[config.mk]
export PLATFORM = sky130hd
export DESIGN_NAME = xmem_rd_ctrl
export DESIGN_NICKNAME = d
export VERILOG_FILES = /design/src/rtl/xmem_rd_ctrl.sv
export SDC_FILE = /design/constraint.sdc
export NUM_CORES = 1
export LEC_CHECK = 0
export ABC_AREA = 1
export BUFFER_PORTS_ARGS = -buffer_cell sky130_fd_sc_hd__buf_2
export CORE_UTILIZATION = 53
export DETAILED_ROUTE_END_ITERATION = 7
export HOLD_SLACK_MARGIN = 0.12
export PLACE_DENSITY_LB_ADDON = 0.3
export SLEW_MARGIN = 30
export SYNTH_ARGS = -nofsm -noshare
export SYNTH_HDL_FRONTEND = slang
export SYNTH_SLANG_ARGS = --single-unit
[constraint.sdc]
create_clock -name clk -period 1.8 [get_ports clk]
set_input_delay 0.18 -clock clk [delete_from_list [all_inputs] [get_ports clk]]
set_output_delay 0.18 -clock clk [all_outputs]
set_load 0.01 [all_outputs]
[src/rtl/xmem_rd_ctrl.sv]
// Read sequencer for the 2048x32b activation SRAM: issues credit-limited burst reads and
// streams the words through a 4-entry buffer. Define XMEM_RD_PERF_EN to add the stall_cnt port.
module xmem_rd_ctrl #(
    parameter int row     = 8,
    parameter int bw      = 4,
    parameter int addr_bw = 11
) (
    input  logic                 clk,
    input  logic                 reset,
    input  logic                 start,
    input  logic [addr_bw-1:0]   base_addr,
    input  logic [addr_bw:0]     len,
    output logic                 busy,
    output logic                 done,
    output logic                 sram_cen,
    output logic                 sram_wen,
    output logic [addr_bw-1:0]   sram_addr,
    input  logic [bw*row-1:0]    sram_q,
    output logic [bw*row-1:0]    out_data,
    output logic                 out_valid,
    input  logic                 out_ready
`ifdef XMEM_RD_PERF_EN
    ,
    output logic [15:0]          stall_cnt
`endif
);

    localparam int DW    = bw * row;
    localparam int DEPTH = 4;

    typedef enum logic [1:0] {IDLE, READ, DRAIN} state_t;

    state_t             state, state_n;
    logic [addr_bw-1:0] issue_addr;
    logic [addr_bw:0]   issue_left;
    logic [addr_bw:0]   recv_left;
    logic               q_vld;
    logic [DW-1:0]      fifo_mem [DEPTH];
    logic [1:0]         wr_ptr, rd_ptr;
    logic [2:0]         occ;

    logic               hs, accept, issue, finish, credit_ok;
    logic [1:0]         inflight;
    logic [addr_bw-1:0] next_rd_addr;

    assign sram_wen  = 1'b1;
    assign out_valid = (occ != 3'd0);
    assign out_data  = out_valid ? fifo_mem[rd_ptr] : '0;
    assign hs        = out_valid & out_ready;

    // Reads not yet landed in the buffer: one on the SRAM pins, one on the Q bus.
    assign inflight  = {1'b0, ~sram_cen} + {1'b0, q_vld};
    assign credit_ok = ({1'b0, occ} + {2'b00, inflight}) < 4'd4;

    // The first read goes out on the accept edge so cen drops the cycle after start.
    assign next_rd_addr = (state == IDLE) ? base_addr : issue_addr;

    always_ff @(posedge clk or negedge reset) begin
        if (!reset) state <= IDLE;
        else        state <= state_n;
    end

    always_comb begin
        state_n = state;
        accept  = 1'b0;
        issue   = 1'b0;
        finish  = 1'b0;
        unique case (state)
            IDLE: begin
                if (start) begin
                    accept = 1'b1;
                    if (len != '0) begin
                        issue   = 1'b1;
                        state_n = READ;
                    end
                end
            end
            READ: begin
                if (issue_left == '0) state_n = DRAIN;
                else if (credit_ok)   issue   = 1'b1;
            end
            DRAIN: begin
                if (hs && recv_left == {{addr_bw{1'b0}}, 1'b1}) begin
                    finish  = 1'b1;
                    state_n = IDLE;
                end
            end
            default: state_n = IDLE;
        endcase
    end

    always_ff @(posedge clk or negedge reset) begin
        if (!reset) begin
            issue_addr <= '0;
            issue_left <= '0;
            recv_left  <= '0;
            sram_cen   <= 1'b1;
            sram_addr  <= '0;
            q_vld      <= 1'b0;
            busy       <= 1'b0;
            done       <= 1'b0;
        end else begin
            sram_cen <= ~issue;
            q_vld    <= ~sram_cen;
            if (issue) sram_addr <= next_rd_addr;

            if (accept) begin
                issue_addr <= base_addr + 1'b1;
                issue_left <= (len == '0) ? '0 : len - 1'b1;
                recv_left  <= len;
            end else begin
                if (issue) begin
                    issue_addr <= issue_addr + 1'b1;
                    issue_left <= issue_left - 1'b1;
                end
                if (hs) recv_left <= recv_left - 1'b1;
            end

            done <= finish | (accept & (len == '0));
            if (accept)    busy <= 1'b1;
            else if (done) busy <= 1'b0;
        end
    end

    always_ff @(posedge clk or negedge reset) begin
        if (!reset) begin
            wr_ptr <= '0;
            rd_ptr <= '0;
            occ    <= '0;
            for (int i = 0; i < DEPTH; i++) fifo_mem[i] <= '0;
        end else begin
            if (q_vld) begin
                fifo_mem[wr_ptr] <= sram_q;
                wr_ptr           <= wr_ptr + 1'b1;
            end
            if (hs) rd_ptr <= rd_ptr + 1'b1;
            occ <= occ + {2'b00, q_vld} - {2'b00, hs};
        end
    end

`ifdef XMEM_RD_PERF_EN
    logic stall_now;
    assign stall_now = (out_valid & ~out_ready) |
                       ((state == READ) & (issue_left != '0) & ~credit_ok);

    always_ff @(posedge clk or negedge reset) begin
        if (!reset)                               stall_cnt <= '0;
        else if (accept)                          stall_cnt <= '0;
        else if (stall_now && stall_cnt != 16'hFFFF) stall_cnt <= stall_cnt + 16'd1;
    end
`endif

endmodule
==> qor.csv <==
metric,value,unit
Setup Viol. Count Final,68,
share of final-layout standard cells stronger than drive strength 1,24.2,%
type of the worst setup path,flop to flop,
number of violations of the max-capacitance limit,0,
Static Leak,6.09,nW
number of storage elements in the synthesis netlist,187,
synthesis-to-layout area growth,32.1,%
Hold/Removal Path Class,primary input to flop,
critical path's most frequent cell,sky130_fd_sc_hd__nand2_2,
Worst path top cell family by delay,simple AND/OR/NAND/NOR gates,
pre-CTS setup slack,-76.3,ps
clock skew,9.72,ps
Ant. Diodes,0,
Routed met2 length,13000,um
Nets,1489,
highest metal layer with signal wires,met4,
via count normalized by instance count,5.46,
overall via count from detail_route,9033,
Post-Layout Cell Count,1653,
detailed-placement wirelength estimate,15100,um
WP buf/inv,2,
Die Area,0.0184,sq mm
first-pass GRT wire length,40100,um
worst stage delay on the critical path,540,ps
Post-Synthesis Net Count,1304,
largest fanout on the critical path,9,
initial antenna violation count,0,
routed length on met1,11100,um
final standard cell area without fillers,0.0125,sq mm
final weighted congestion in routability-driven placement,0.892,
floorplan core area,0.0174,sq mm
post-route setup slack,-166,ps
number of DRC markers in iteration 0,728,
Starting Density,54.5,%
"IR drop worst, VDD",1.23,mV
status,finished with violations,
clock-pin slew on the worst setup and hold paths,70,ps
top_reg_cell synth,sky130_fd_sc_hd__dfrtp_1,
buffers added on ports,105,
Final Critical Period,1970,ps
post-route antenna net violation count,0,
clock root buffer,sky130_fd_sc_hd__clkbuf_16,
cell type of the slowest stage on the worst timing path,sky130_fd_sc_hd__dfstp_2,
post-route worst hold slack,148,ps
count of placed standard cells including taps,1545,
htree depth,4,
floorplan row count,48,
post-synth design cell area,0.00949,sq mm
vias in the first global route,8311,
Sinks on Clock Net,187,
number of search-and-repair iterations in the first detailed-routing pass,5,
clock buffers created by TritonCTS,17,
Met3 Wirelength,1460,um
R2R setup slack,-170,ps
number of endpoints with negative hold slack in the final report,0,
number of distinct library cell variants in the gate-level netlist after synthesis,40,
share of synthesized flip-flops with an asynchronous set or reset,100,%
list of cells traversed by the critical path,"inv_2, ha_4, nand2_2, nand2_2, nand2_2, nor2_1, nor2_1, nand2_2, nand3_4, clkbuf_16, nand2_1, nand2_1",
element type at the critical path end,flop,
data arrival time of the critical path,2290,ps
TritonCTS clock tree,done,
RSZ-0062 raised after global routing,true,
Final period util,109,%
upper clock frequency limit,0.509,GHz
post-synthesis sequential area ratio,49.3,%
global-route congestion overflow total,0,
mean post-synth cell area,7.72,sq um
measured slew at the worst slew-check pin,527,ps
startpoint type of the worst setup path,flop,
largest buffer count on any clock path,2,
Die Span Y,136,um
WP data required,2120,ps
ratio of total power to cell area,1990,mW/mm^2
violated checks,setup timing,
number of I/O pins,107,
Post-Place Cell Area,0.0105,sq mm
pin count of the biggest net entering global routing,63,
final-report max-slew violation count,0,
Post-synth EDFFs,0,
die width,136,um
Max-slew headroom,64.9,%
clk_lat worst skew,440,ps
"wirelength, routed",26100,um
yosys warns,0,
average wire length per cell after detail routing,15.8,um
instance count of the mapped netlist,1230,
overall fraction of global-route tracks in use,28.0,%
final-layout fill cell count,1287,
remaining design rule violation count,0,
synth_stat cells, types with 2 or more instances:
master / instances / area share (%)
sky130_fd_sc_hd__nand2_1: 309 / 12
sky130_fd_sc_hd__o21ai_0: 223 / 12
sky130_fd_sc_hd__dfrtp_1: 186 / 49
sky130_fd_sc_hd__nor2_1: 167 / 6.6
sky130_fd_sc_hd__inv_1: 93 / 3.7
sky130_fd_sc_hd__clkbuf_1: 44 / 1.7
sky130_fd_sc_hd__a21oi_1: 39 / 2.1
sky130_fd_sc_hd__nand3_1: 36 / 1.9
sky130_fd_sc_hd__xor2_1: 16 / 1.5
sky130_fd_sc_hd__ha_1: 14 / 1.8
sky130_fd_sc_hd__buf_2: 11 / 0.58
sky130_fd_sc_hd__nand2_2: 11 / 0.73
sky130_fd_sc_hd__o21ai_1: 9 / 0.47
sky130_fd_sc_hd__nand4_1: 6 / 0.40
sky130_fd_sc_hd__nor3_1: 6 / 0.32
sky130_fd_sc_hd__buf_1: 5 / 0.20
sky130_fd_sc_hd__nor2_4: 5 / 0.59
sky130_fd_sc_hd__o211ai_1: 5 / 0.40
sky130_fd_sc_hd__o22ai_1: 5 / 0.33
sky130_fd_sc_hd__xnor2_1: 5 / 0.46
sky130_fd_sc_hd__inv_2: 4 / 0.16
sky130_fd_sc_hd__buf_6: 3 / 0.36
sky130_fd_sc_hd__nand2_4: 3 / 0.36
sky130_fd_sc_hd__o221ai_1: 3 / 0.28
sky130_fd_sc_hd__buf_4: 2 / 0.16
sky130_fd_sc_hd__nand3_2: 2 / 0.21
sky130_fd_sc_hd__nor2_2: 2 / 0.13
sky130_fd_sc_hd__nor3_2: 2 / 0.21
sky130_fd_sc_hd__nor4_1: 2 / 0.13
sky130_fd_sc_hd__or2_2: 2 / 0.13
report_power, final:
| group | total, W | switching [W] | internal (W) |
|---|---|---|---|
| Combinational | 0.0138 | 0.00782 | 0.00597 |
| Sequential | 0.00755 | 0.00128 | 0.00628 |
| Clock | 0.00356 | 0.00164 | 0.00192 |
| Total | 0.0249 | 0.0107 | 0.0142 |
tightest hold or removal path, cell delays in order:
cell and delay, ps:
sky130_fd_sc_hd__buf_2 130, sky130_fd_sc_hd__o22ai_1 170, sky130_fd_sc_hd__a31oi_1 50
layout by cell type (no fill, tap or decap), drive strengths merged, types with 28 or more instances in the layout:
cell / synthesis / layout
a21oi: 39 / 39
buf: 21 / 172
clkbuf: 44 / 28
dfrtp: 186 / 186
dlygate4sd3: 0 / 50
inv: 98 / 100
nand2: 323 / 323
nand3: 38 / 38
nor2: 174 / 174
o21ai: 233 / 233
path summary, 6_finish.rpt:
kind                       cells after the start      from            end
setup / recovery                              12  sram_cen  issue_addr[6]
hold / removal                                 3    len[4]   recv_left[4]
setup reg to reg                              12  sram_cen  issue_addr[6]
hold reg to reg                                1      done           busy
max in group asynchronous                      3     reset  recv_left[11]
min in group asynchronous                      2     reset    fifo_mem[7]
registers in the layout (all words and copies together) (netlist names):
| name | flops |
|---|---|
| fifo_mem | 128 |
| occ | 3 |
| issue_left | 12 |
| q_vld | 1 |
| rd_ptr | 2 |
| state | 2 |
| issue_addr | 11 |
| recv_left | 12 |
| done | 1 |
| wr_ptr | 2 |
| sram_addr | 11 |
| sram_cen | 1 |
| busy | 1 |
layout make-up:
type                    count  area, sq um  area share (%)
flip-flops and latches    187         4680            37.3
clock inverters            13          119           0.948
well taps                 225          282            2.25
clock buffers              19          433            3.45
multi-input cells         880         4560            36.4
repair buffers            231         2070            16.5
inverters                  98          397            3.16
through the flow:
step	util (%)	TNS (ps)	power [W]
after global routing	72.0	-11920	0.0268
after detailed placement	60.6	-1050	0.0178
after floorplan	-	-4.75	0.0144
after global placement	60.6	-72.3	0.0174
final	72.0	-6990	0.0249
after CTS	69.7	-4290	0.0232
timing repair:
item	in CTS	in global routing
cloned	5	9
resized for setup	87	89
hold endpoints to repair	200	0
hold buffers	50	0
pin swaps	8	20
buffers inserted	12	2
endpoints found under the setup margin	67	68
logic make-up after synthesis:
group / synth area share, %
adders and majority gates: 2.06
buffers and inverters: 6.93
other: 0.0395
AOI/OAI and AO/OA: 15.7
and+or+nand+nor: 24.0
DFF: 49.3
xor gates and xnor gates: 1.94
metal layers:
layer / vias to the layer above / track usage, %
met1: 4337 / 36.0
met3: 42 / 4.70
li1: 4353 / -
met4: 0 / 9.68
met2: 301 / 47.6
met5: - / 0
No activity file was read; power rests on OpenSTA's default activity.
